**config.mk**
```make
export PLATFORM = sky130hd
export DESIGN_NAME = pio_shift_engine
export DESIGN_NICKNAME = d
export VERILOG_FILES = /design/src/rtl/pio_shift_engine.sv
export SDC_FILE = /design/constraint.sdc
export NUM_CORES = 1
export LEC_CHECK = 0
export ABC_AREA = 1
export BUFFER_PORTS_ARGS = -buffer_cell sky130_fd_sc_hd__buf_2
export CORE_MARGIN = 10
export CORE_UTILIZATION = 51
export DETAILED_ROUTE_END_ITERATION = 6
export PLACE_DENSITY = 0.73
export SLEW_MARGIN = 30
export SYNTH_ARGS = -nofsm -noshare
export SYNTH_HDL_FRONTEND = slang
export SYNTH_SLANG_ARGS = --single-unit
```
**constraint.sdc**
```tcl
create_clock -name clk -period 12.45 [get_ports clk]
set_clock_uncertainty 0.2 [all_clocks]
set_input_delay 2.49 -clock clk [delete_from_list [all_inputs] [get_ports clk]]
set_output_delay 2.49 -clock clk [all_outputs]
set_load 0.01 [all_outputs]
```
**src/rtl/pio_shift_engine.sv**
```systemverilog
// ISR/OSR shift datapath behind PIO IN/OUT/PUSH/PULL with autopush/autopull and FIFO stalls.
// Optional stall_cycles counter output is built when PIO_SHIFT_STALL_CNT_EN is defined.
module pio_shift_engine #(
  parameter int unsigned DATA_W = 32,
  parameter int unsigned CNT_W  = $clog2(DATA_W) + 1
) (
  input  logic              clk,
  input  logic              reset,
  input  logic              penable,
  input  logic              restart,
  input  logic              shift_dir,
  input  logic              auto_push,
  input  logic              auto_pull,
  input  logic [CNT_W-1:0]  isr_threshold,
  input  logic [CNT_W-1:0]  osr_threshold,
  input  logic              in_en,
  input  logic [CNT_W-1:0]  in_count,
  input  logic [DATA_W-1:0] in_data,
  input  logic              out_en,
  input  logic [CNT_W-1:0]  out_count,
  input  logic              push_req,
  input  logic              pull_req,
  input  logic              block,
  input  logic [DATA_W-1:0] x_in,
  output logic [DATA_W-1:0] rx_data,
  output logic              rx_valid,
  input  logic              rx_ready,
  input  logic [DATA_W-1:0] tx_data,
  input  logic              tx_valid,
  output logic              tx_ready,
  output logic [DATA_W-1:0] out_data,
  output logic              out_valid,
  output logic [DATA_W-1:0] isr,
  output logic [DATA_W-1:0] osr,
  output logic              stall,
`ifdef PIO_SHIFT_STALL_CNT_EN
  output logic [15:0]       stall_cycles,
`endif
  output logic              rx_drop
);

  localparam logic [CNT_W-1:0] FullCnt = CNT_W'(DATA_W);

  typedef enum logic [2:0] {
    StIdle,
    StPushWait,
    StPullWait,
    StPullOut,
    StOutExec
  } state_e;

  state_e             state_q, state_d;
  logic [DATA_W-1:0]  isr_q, isr_d;
  logic [DATA_W-1:0]  osr_q, osr_d;
  logic [CNT_W-1:0]   isr_cnt_q, isr_cnt_d;
  logic [CNT_W-1:0]   osr_cnt_q, osr_cnt_d;
  logic [CNT_W-1:0]   out_n_q, out_n_d;
  logic [DATA_W-1:0]  out_data_q, out_data_d;
  logic               out_valid_q, out_valid_d;
  logic               rx_drop_q, rx_drop_d;
  logic               rx_valid_c, tx_ready_c;
  logic               do_out;
  logic [CNT_W-1:0]   out_amt;
  logic [CNT_W-1:0]   in_n;
  logic [CNT_W-1:0]   isr_thr, osr_thr;
  logic [CNT_W-1:0]   isr_cnt_next;
  logic [DATA_W-1:0]  isr_shifted;

  // A count of zero, or anything beyond the word width, selects a full word.
  function automatic logic [CNT_W-1:0] eff_cnt(input logic [CNT_W-1:0] c);
    return ((c == '0) || (c > FullCnt)) ? FullCnt : c;
  endfunction

  function automatic logic [CNT_W-1:0] sat_add(input logic [CNT_W-1:0] a,
                                               input logic [CNT_W-1:0] b);
    logic [CNT_W:0] s;
    s = {1'b0, a} + {1'b0, b};
    return (s > {1'b0, FullCnt}) ? FullCnt : s[CNT_W-1:0];
  endfunction

  always_comb begin
    in_n         = eff_cnt(in_count);
    isr_thr      = eff_cnt(isr_threshold);
    osr_thr      = eff_cnt(osr_threshold);
    isr_cnt_next = sat_add(isr_cnt_q, in_n);
    // Shifting by a full word yields zero, so the n == DATA_W case needs no special path.
    if (shift_dir) begin
      isr_shifted = (isr_q << in_n) | (in_data & ~({DATA_W{1'b1}} << in_n));
    end else begin
      isr_shifted = (isr_q >> in_n) | (in_data << (FullCnt - in_n));
    end
  end

  always_comb begin
    state_d     = state_q;
    isr_d       = isr_q;
    osr_d       = osr_q;
    isr_cnt_d   = isr_cnt_q;
    osr_cnt_d   = osr_cnt_q;
    out_n_d     = out_n_q;
    out_data_d  = out_data_q;
    out_valid_d = 1'b0;
    rx_drop_d   = 1'b0;
    rx_valid_c  = 1'b0;
    tx_ready_c  = 1'b0;
    do_out      = 1'b0;
    out_amt     = out_n_q;

    if (penable) begin
      unique case (state_q)
        StIdle: begin
          if (pull_req) begin
            if (!(auto_pull && (osr_cnt_q < osr_thr))) begin
              if (tx_valid) begin
                tx_ready_c = 1'b1;
                osr_d      = tx_data;
                osr_cnt_d  = '0;
              end else if (block) begin
                state_d = StPullWait;
              end else begin
                osr_d     = x_in;
                osr_cnt_d = '0;
              end
            end
          end else if (push_req) begin
            rx_valid_c = 1'b1;
            if (rx_ready) begin
              isr_d     = '0;
              isr_cnt_d = '0;
            end else if (block) begin
              state_d = StPushWait;
            end else begin
              isr_d     = '0;
              isr_cnt_d = '0;
              rx_drop_d = 1'b1;
            end
          end else if (out_en) begin
            if (auto_pull && (osr_cnt_q >= osr_thr)) begin
              state_d = StPullOut;
              out_n_d = eff_cnt(out_count);
            end else begin
              do_out  = 1'b1;
              out_amt = eff_cnt(out_count);
            end
          end else if (in_en) begin
            isr_d     = isr_shifted;
            isr_cnt_d = isr_cnt_next;
            if (auto_push && (isr_cnt_next >= isr_thr)) begin
              state_d = StPushWait;
            end
          end
        end
        StPushWait: begin
          rx_valid_c = 1'b1;
          if (rx_ready) begin
            isr_d     = '0;
            isr_cnt_d = '0;
            state_d   = StIdle;
          end
        end
        StPullWait, StPullOut: begin
          tx_ready_c = tx_valid;
          if (tx_valid) begin
            osr_d     = tx_data;
            osr_cnt_d = '0;
            state_d   = (state_q == StPullOut) ? StOutExec : StIdle;
          end
        end
        StOutExec: begin
          do_out  = 1'b1;
          state_d = StIdle;
        end
        default: state_d = StIdle;
      endcase

      if (do_out) begin
        out_valid_d = 1'b1;
        osr_cnt_d   = sat_add(osr_cnt_q, out_amt);
        if (shift_dir) begin
          out_data_d = osr_q >> (FullCnt - out_amt);
          osr_d      = osr_q << out_amt;
        end else begin
          out_data_d = osr_q & ~({DATA_W{1'b1}} << out_amt);
          osr_d      = osr_q >> out_amt;
        end
      end
    end

    if (restart) begin
      state_d     = StIdle;
      isr_d       = '0;
      osr_d       = '0;
      isr_cnt_d   = '0;
      osr_cnt_d   = FullCnt;
      out_n_d     = '0;
      out_data_d  = '0;
      out_valid_d = 1'b0;
      rx_drop_d   = 1'b0;
      rx_valid_c  = 1'b0;
      tx_ready_c  = 1'b0;
    end
  end

  always_ff @(posedge clk or posedge reset) begin
    if (reset) begin
      state_q     <= StIdle;
      isr_q       <= '0;
      osr_q       <= '0;
      isr_cnt_q   <= '0;
      osr_cnt_q   <= FullCnt;
      out_n_q     <= '0;
      out_data_q  <= '0;
      out_valid_q <= 1'b0;
      rx_drop_q   <= 1'b0;
    end else begin
      state_q     <= state_d;
      isr_q       <= isr_d;
      osr_q       <= osr_d;
      isr_cnt_q   <= isr_cnt_d;
      osr_cnt_q   <= osr_cnt_d;
      out_n_q     <= out_n_d;
      out_data_q  <= out_data_d;
      out_valid_q <= out_valid_d;
      rx_drop_q   <= rx_drop_d;
    end
  end

`ifdef PIO_SHIFT_STALL_CNT_EN
  logic [15:0] stall_cycles_q, stall_cycles_d;

  always_comb begin
    stall_cycles_d = stall_cycles_q;
    if (restart) begin
      stall_cycles_d = '0;
    end else if (penable && stall && (stall_cycles_q != 16'hFFFF)) begin
      stall_cycles_d = stall_cycles_q + 16'd1;
    end
  end

  always_ff @(posedge clk or posedge reset) begin
    if (reset) begin
      stall_cycles_q <= '0;
    end else begin
      stall_cycles_q <= stall_cycles_d;
    end
  end

  assign stall_cycles = stall_cycles_q;
`endif

  // Handshakes are masked during reset so every output reads zero while it is held.
  assign rx_valid  = rx_valid_c & ~reset;
  assign tx_ready  = tx_ready_c & ~reset;
  assign rx_data   = isr_q;
  assign out_data  = out_data_q;
  assign out_valid = out_valid_q;
  assign isr       = isr_q;
  assign osr       = osr_q;
  assign stall     = (state_q != StIdle);
  assign rx_drop   = rx_drop_q;

endmodule

```
# [Word level (Yosys, flattened, before mapping)]
# Cells that the tools add are included.
[totals] in_bits=134 output_inout_bits=133 ff_bits=119
[classes] eq_ne=24 bitwise_logic=9 shifts=8 n_reduce_logical=26 add_sub_neg=4 n_lt_le_gt_ge=9 mux=106
[ops] operator="32-bit two-way mux" n=23
[ops] operator="6-bit two-way mux" n=35
[ops] operator="32-bit one-hot mux with 2 select lines" n=2
[ops] operator="32-bit by 6-bit left shift with 32-bit output" n=3
[ops] operator="32-bit by 6-bit right shift with 32-bit output" n=3
[ops] operator="32-bit AND" n=2
[ops] operator="32-bit NOT" n=2
[ops] operator="32-bit bitwise OR" n=2
[ops] operator="32-bit by 6-bit left shift with 32-bit output, first input constant" n=2
[ops] operator="3-bit two-way mux" n=16
[ops] operator="4-bit inequality test, second input constant" n=9
[ops] operator="6-bit greater-than comparator, second input constant" n=4
[ops] operator="6-bit zero test" n=4
[ops] operator="1-bit two-way mux" n=24
[ops] operator="6-bit one-hot mux with 2 select lines" n=2
[ops] operator="6-bit inequality test, second input constant" n=3
[ops] operator="5-bit inequality test, second input constant" n=3
[ops] operator="6-bit by 6-bit adder with 7-bit output" n=2
[ops] operator="7-bit by 6-bit greater-than comparator with 1-bit output, second input constant" n=2
[ops] operator="6-bit greater-or-equal comparator" n=2
[ops] operator="6-bit AND reduction" n=2
[ops] operator="6-bit subtractor, first input constant" n=2
[ops] operator="11-bit AND reduction" n=1
[ops] operator="2-bit nonzero test" n=5
[ops] operator="other kinds (18)" n=31

# [Longest topological paths before layout]
[depth] ltp_word=18 ltp_mapped=32 mapped_depth_nobuf=30

# [Worst setup path after synthesis]
# OpenSTA, ideal clock, no wires.
[synth_path] path_kind="input port to output port" start="input reset" end="output rx_valid" setup_slack_ns=4.251 cell_stages=3 t_arrival_ns=5.509 required_ns=9.760 path_buffers=0 cell_sequence="inv_1 -> nand2_1 -> a21oi_1"
[synth_between] elab_chain_cells=2
[synth_rtl] item="from (decl)" line_no="8" rtl="input logic reset,"
[synth_rtl] item="1-bit NOT" line_no="252" rtl="assign rx_valid = rx_valid_c & ~reset;"
[synth_rtl] item="1-bit AND" line_no="252"
[synth_rtl] item="to (decl)" line_no="26" rtl="output logic rx_valid,"
# Every way passes these cells.

# [Worst setup path in the final report]
[layout_path] start="input osr_threshold[2]" end="register out_data_q[5], in the netlist out_data[5]"
[layout_between] elab_chain_cells=18 word_cells_on_any_way=29 cone_classes="1 x add/sub; 2 x order compare; 2 x shift; 17 x mux; 2 x bitwise; 5 x reduce/logical"
[layout_rtl] item="from (decl)" line_no="15" rtl="input logic [CNT_W-1:0] osr_threshold,"
[layout_rtl] item="6-bit greater-than comparator / 6-bit zero test (equally long branches)" line_no="71" rtl="return ((c == '0) || (c > FullCnt)) ? FullCnt : c;"
[layout_rtl] item="1-bit logical OR" line_no="71"
[layout_rtl] item="6-bit two-way mux *" line_no="71"
[layout_rtl] item="6-bit greater-or-equal comparator *" line_no="138" rtl="if (auto_pull && (osr_cnt_q >= osr_thr)) begin"
[layout_rtl] item="1-bit logical AND *" line_no="138"
[layout_rtl] item="parallel branches: the longest is 13 deep, another holds 6-bit subtractor"
[layout_rtl] item="to (signal assigned)" line_no="222" rtl="out_data_q <= out_data_d;"
[layout_rtl] item="to (decl)" line_no="58" rtl="logic [DATA_W-1:0] out_data_q, out_data_d;"
# Mark *: on every way between the ends. The select of a mux whose other input is x is not followed.
# A chain may end at the register's enable or synchronous reset.

==> metrics.md <==
| Metric | Value |
|---|---|
| Status | complete, but fails checks |
| Failing checks | design-rule violations |
| Sw frac | 59.2% |
| DP Cell Count | 3,764 |
| Num CTS Buffers | 17 |
| Async set or reset register ratio after synthesis | between 90% and 100% |
| CTS H-Tree Depth | 4 |
| Syn Nets | 3,408 |
| Post-Syn Area | around 18,000 um^2 |
| Core region area | about 34,000 um^2 |
| Library cells used by synthesis | 60 |
| Tot Pwr | 3.51 mW |
| Fraction of layout cells with a size suffix above 1 | 12.8% |
| Largest net degree at the start of global routing | between 80 and 90 |
| # fillers | 3,606 |
| Final cell count without fillers | 3,795 |
| Switching power | 2.08 mW |
| Cells on worst reg2reg path | 21 |
| Max_cap viols | 0 |
| GRT Resource Usage Total | between 40% and 50% |
| CP Launch Type | input pin |
| Die Width | 206 um |
| Syn. warnings | 0 |
| Final hold violations | 0 |
| Sequential Power Share | 18.9% |
| Worst relative slew slack | a little over a third |
| Initial antenna violation count | 1 |
| Final WL | 95.9 mm |
| Residual DRC | 2 |
| Via count | 24,900 |
| Crit Path Class | input pin to register |
| Number of synthesized flops with an enable pin | 0 |
| Cell taking the most area after synthesis | nand2_1 |
| Pwr/cell area | around 180 nW/um^2 |
| Leakage | 10.3 nW |
| CTS-repair resized insts | 0 |
| Vias/cell | 6.57 |
| GP Congestion | 1.09 |
| # IOs | 267 |
| Clk pwr share | 15.4% |
| Syn_area_per_cell | 5.44 um^2 |
| HPWL Detailed | 70.7 mm |
| PortBufs | 266 |
| Unrepaired setup endpoints after global routing | no |
| Fmax | 131 MHz |
| Routed len/inst | ~25 um |
| Synth Register Bits | 119 |
| Total gr overflow | 0 |
| Hold path cells | 2 |
| Final setup violation count | 0 |
| Final Net Count | 3,496 |
| Main synth FF type | dfrtp_1 |
| Fin util | 56.2% |
| Routed Antenna Nets | 0 |
| Mux cell area share after synthesis | 0.227% |
| Xor/xnor share of the synthesized area | 0.533% |
| Clk buf depth | 2 |
| Worst path required time | 12,610 ps |
| Setup TNS | 0 ps |
| Global-route wire length before repair | 142 mm |
| Final Max Slew Viols | 0 |
| Comb power frac | between 60% and 70% |
| VDD IR max | between 0.1 and 0.15 mV |
| Adder-cell share of the synthesized area | 2.50% |
| Vias in the first global route | 23,000 |
| Area contributors post-synth | nand2_1, nand3_1, dfrtp_1 |
| Largest family of logic cells by synthesized area | simple AND/OR/NAND/NOR gates |
| Tcrit/Tclk final | a little over 60% |
| Clk_lat worst skew | about 470 ps |
| Die Area | 42,400 um^2 |
| Crit-path max cell delay | 670 ps |
| Worst path slowest cell | clkinv_1 |
| Clock-pin slew on the worst setup and hold paths | 60 ps |
| Internal power | about 1.4 mW |
| Crit path max fanout | 63 |
| Post-CTS Setup Bufs | 0 |
| Die height | 206 um |
| Antenna diodes | 0 |
| Critical Path AT | 7770 ps |
| Synth top area share | roughly a quarter |
| Simple-gate share of the synthesized area | between 50% and 60% |
| CTS tree | done |
| Initial Utilization | 51.4% |
| Area grow syn2layout | 9.45% |
| Synth Area in Compound Gates | 16.8% |
| Initial DRC count | 4,359 |
| Row cnt | 68 |
| Seq/Total Area, Yosys | 16.9% |
| CTS hold repair buffers | 0 |
| Sink Count | 119 |
| Class of the worst hold path | register to register |
| Mapped Cells | 3,240 |
| CP Capture Type | register |
| DRT Pass-1 Iters | 7 |
| Post-route minimum period | between 7000 and 8000 ps |
| Worst Tran Pin Value | 974 ps |
| Clock Tree Root | clkbuf_16 |
-- layout by cell type (no fill, tap or decap), drive strengths merged, types with 2 or more instances in the layout --
master	count
a211oi	2
a21oi	171
a221oi	9
a22o	3
a31oi	11
buf	299
bufinv	3
clkbuf	19
clkinv	7
clkinvlp	4
dfrtp	118
fa	2
ha	32
inv	250
mux2i	4
nand2	1129
nand3	719
nand3b	7
nand4	37
nor2	124
nor3	14
nor3b	2
nor4	3
o2111ai	5
o211ai	37
o21ai	269
o21bai	7
o221ai	2
o22ai	10
o31ai	3
or2	19
xnor2	2
xor2	7
-- final cells by class --
class | instances | area [um^2] | area share (%)
multi-input combinational | 2639 | 12600 | 65.4
sequential | 119 | 2980 | 15.5
timing repair buffer | 299 | 1580 | 8.21
inverter | 252 | 951 | 4.93
tap | 455 | 569 | 2.95
clock buffer | 19 | 443 | 2.30
clock inverter | 12 | 153 | 0.792
-- logic make-up after synthesis --
family                     after synthesis
AOI/OAI and AO/OA                      536
xor gates and xnor gates                 9
adders and majority gates               34
buffers and inverters                  482
DFF                                    119
muxes                                    4
and+or+nand+nor                       2056
-- critical path, delay by kind of cell --
kind / cells / cell delay, ps
buffers and inverters: 8 / 1960
AND/OR/NAND/NOR: 19 / 2360
adder cells (fa/ha/maj): 2 / 670
AO/OA/AOI/OAI: 1 / 180
-- synth_stat cells, types with 4 or more instances --
master     instances
o21bai_1           7
buf_2             67
nand2_2            9
ha_1              32
nor2_4             6
buf_4             46
nand3_1          715
xor2_1             5
nor2_1           105
o22ai_1           10
o211ai_1          36
nor2_2            12
nor3_1            14
o2111ai_1          5
a31oi_1           11
inv_2             22
dfrtp_1          118
mux2i_1            4
nand2_1         1112
a21oi_1          170
nand2_4            7
nand3_2            4
inv_1            226
o21ai_0          231
nand4_1           37
buf_1             30
a221oi_1           9
or2_2             15
clkbuf_1          85
nand3b_1           7
o21ai_1           36
-- path summary, 6_finish.rpt --
| kind | startpoint | to | slack [ps] |
|---|---|---|---|
| setup / recovery | osr_threshold[2] | out_data[5] | 4840 |
| hold / removal | out_data[26] | out_data[26] | 290 |
| setup reg to reg | osr_cnt_q[5] | out_data[5] | 7170 |
| hold reg to reg | out_data[26] | out_data[26] | 290 |
| max in group asynchronous | reset | out_data[28] | 8940 |
| min in group asynchronous | reset | out_n_q[2] | 1950 |
-- per-layer routing --
layer,track usage [%],up-vias,part of all wire (%)
met1,51.0,11200,35
met4,35.9,2,9.9
met5,0,-,0.014
met3,10.1,561,12
li1,-,11000,-
met2,68.5,2106,44
-- sequential cells by signal, indices dropped and copies added (netlist names) --
register / cells
isr: 32
rx_drop: 1
isr_cnt_q: 6
osr: 32
out_valid: 1
osr_cnt_q: 6
out_n_q: 6
state_q: 3
out_data: 32
-- power by group through the flow --
stage | sequential (mW) | clock (mW) | combinational (mW)
2_1_floorplan | 0.598 | 0 | 1.47
3_3_place_gp | 0.646 | 0 | 2.16
3_5_place_dp | 0.649 | 0 | 2.19
4_1_cts | 0.644 | 0.535 | 2.20
5_1_grt | 0.664 | 0.553 | 2.48
6_report | 0.666 | 0.541 | 2.31
-- stage by stage --
step | cell area, um^2 | worst slack, ps | hold WS [ps]
after floorplan | 17600 | 4250 | 259
after detailed placement | 18700 | 4610 | 266
final | 19300 | 4840 | 293
after CTS | 19300 | 5000 | 294
after global routing | 19300 | 4190 | 322
after global placement | 18700 | 4590 | 275
Note: power is estimated with default switching activity, not from simulation.
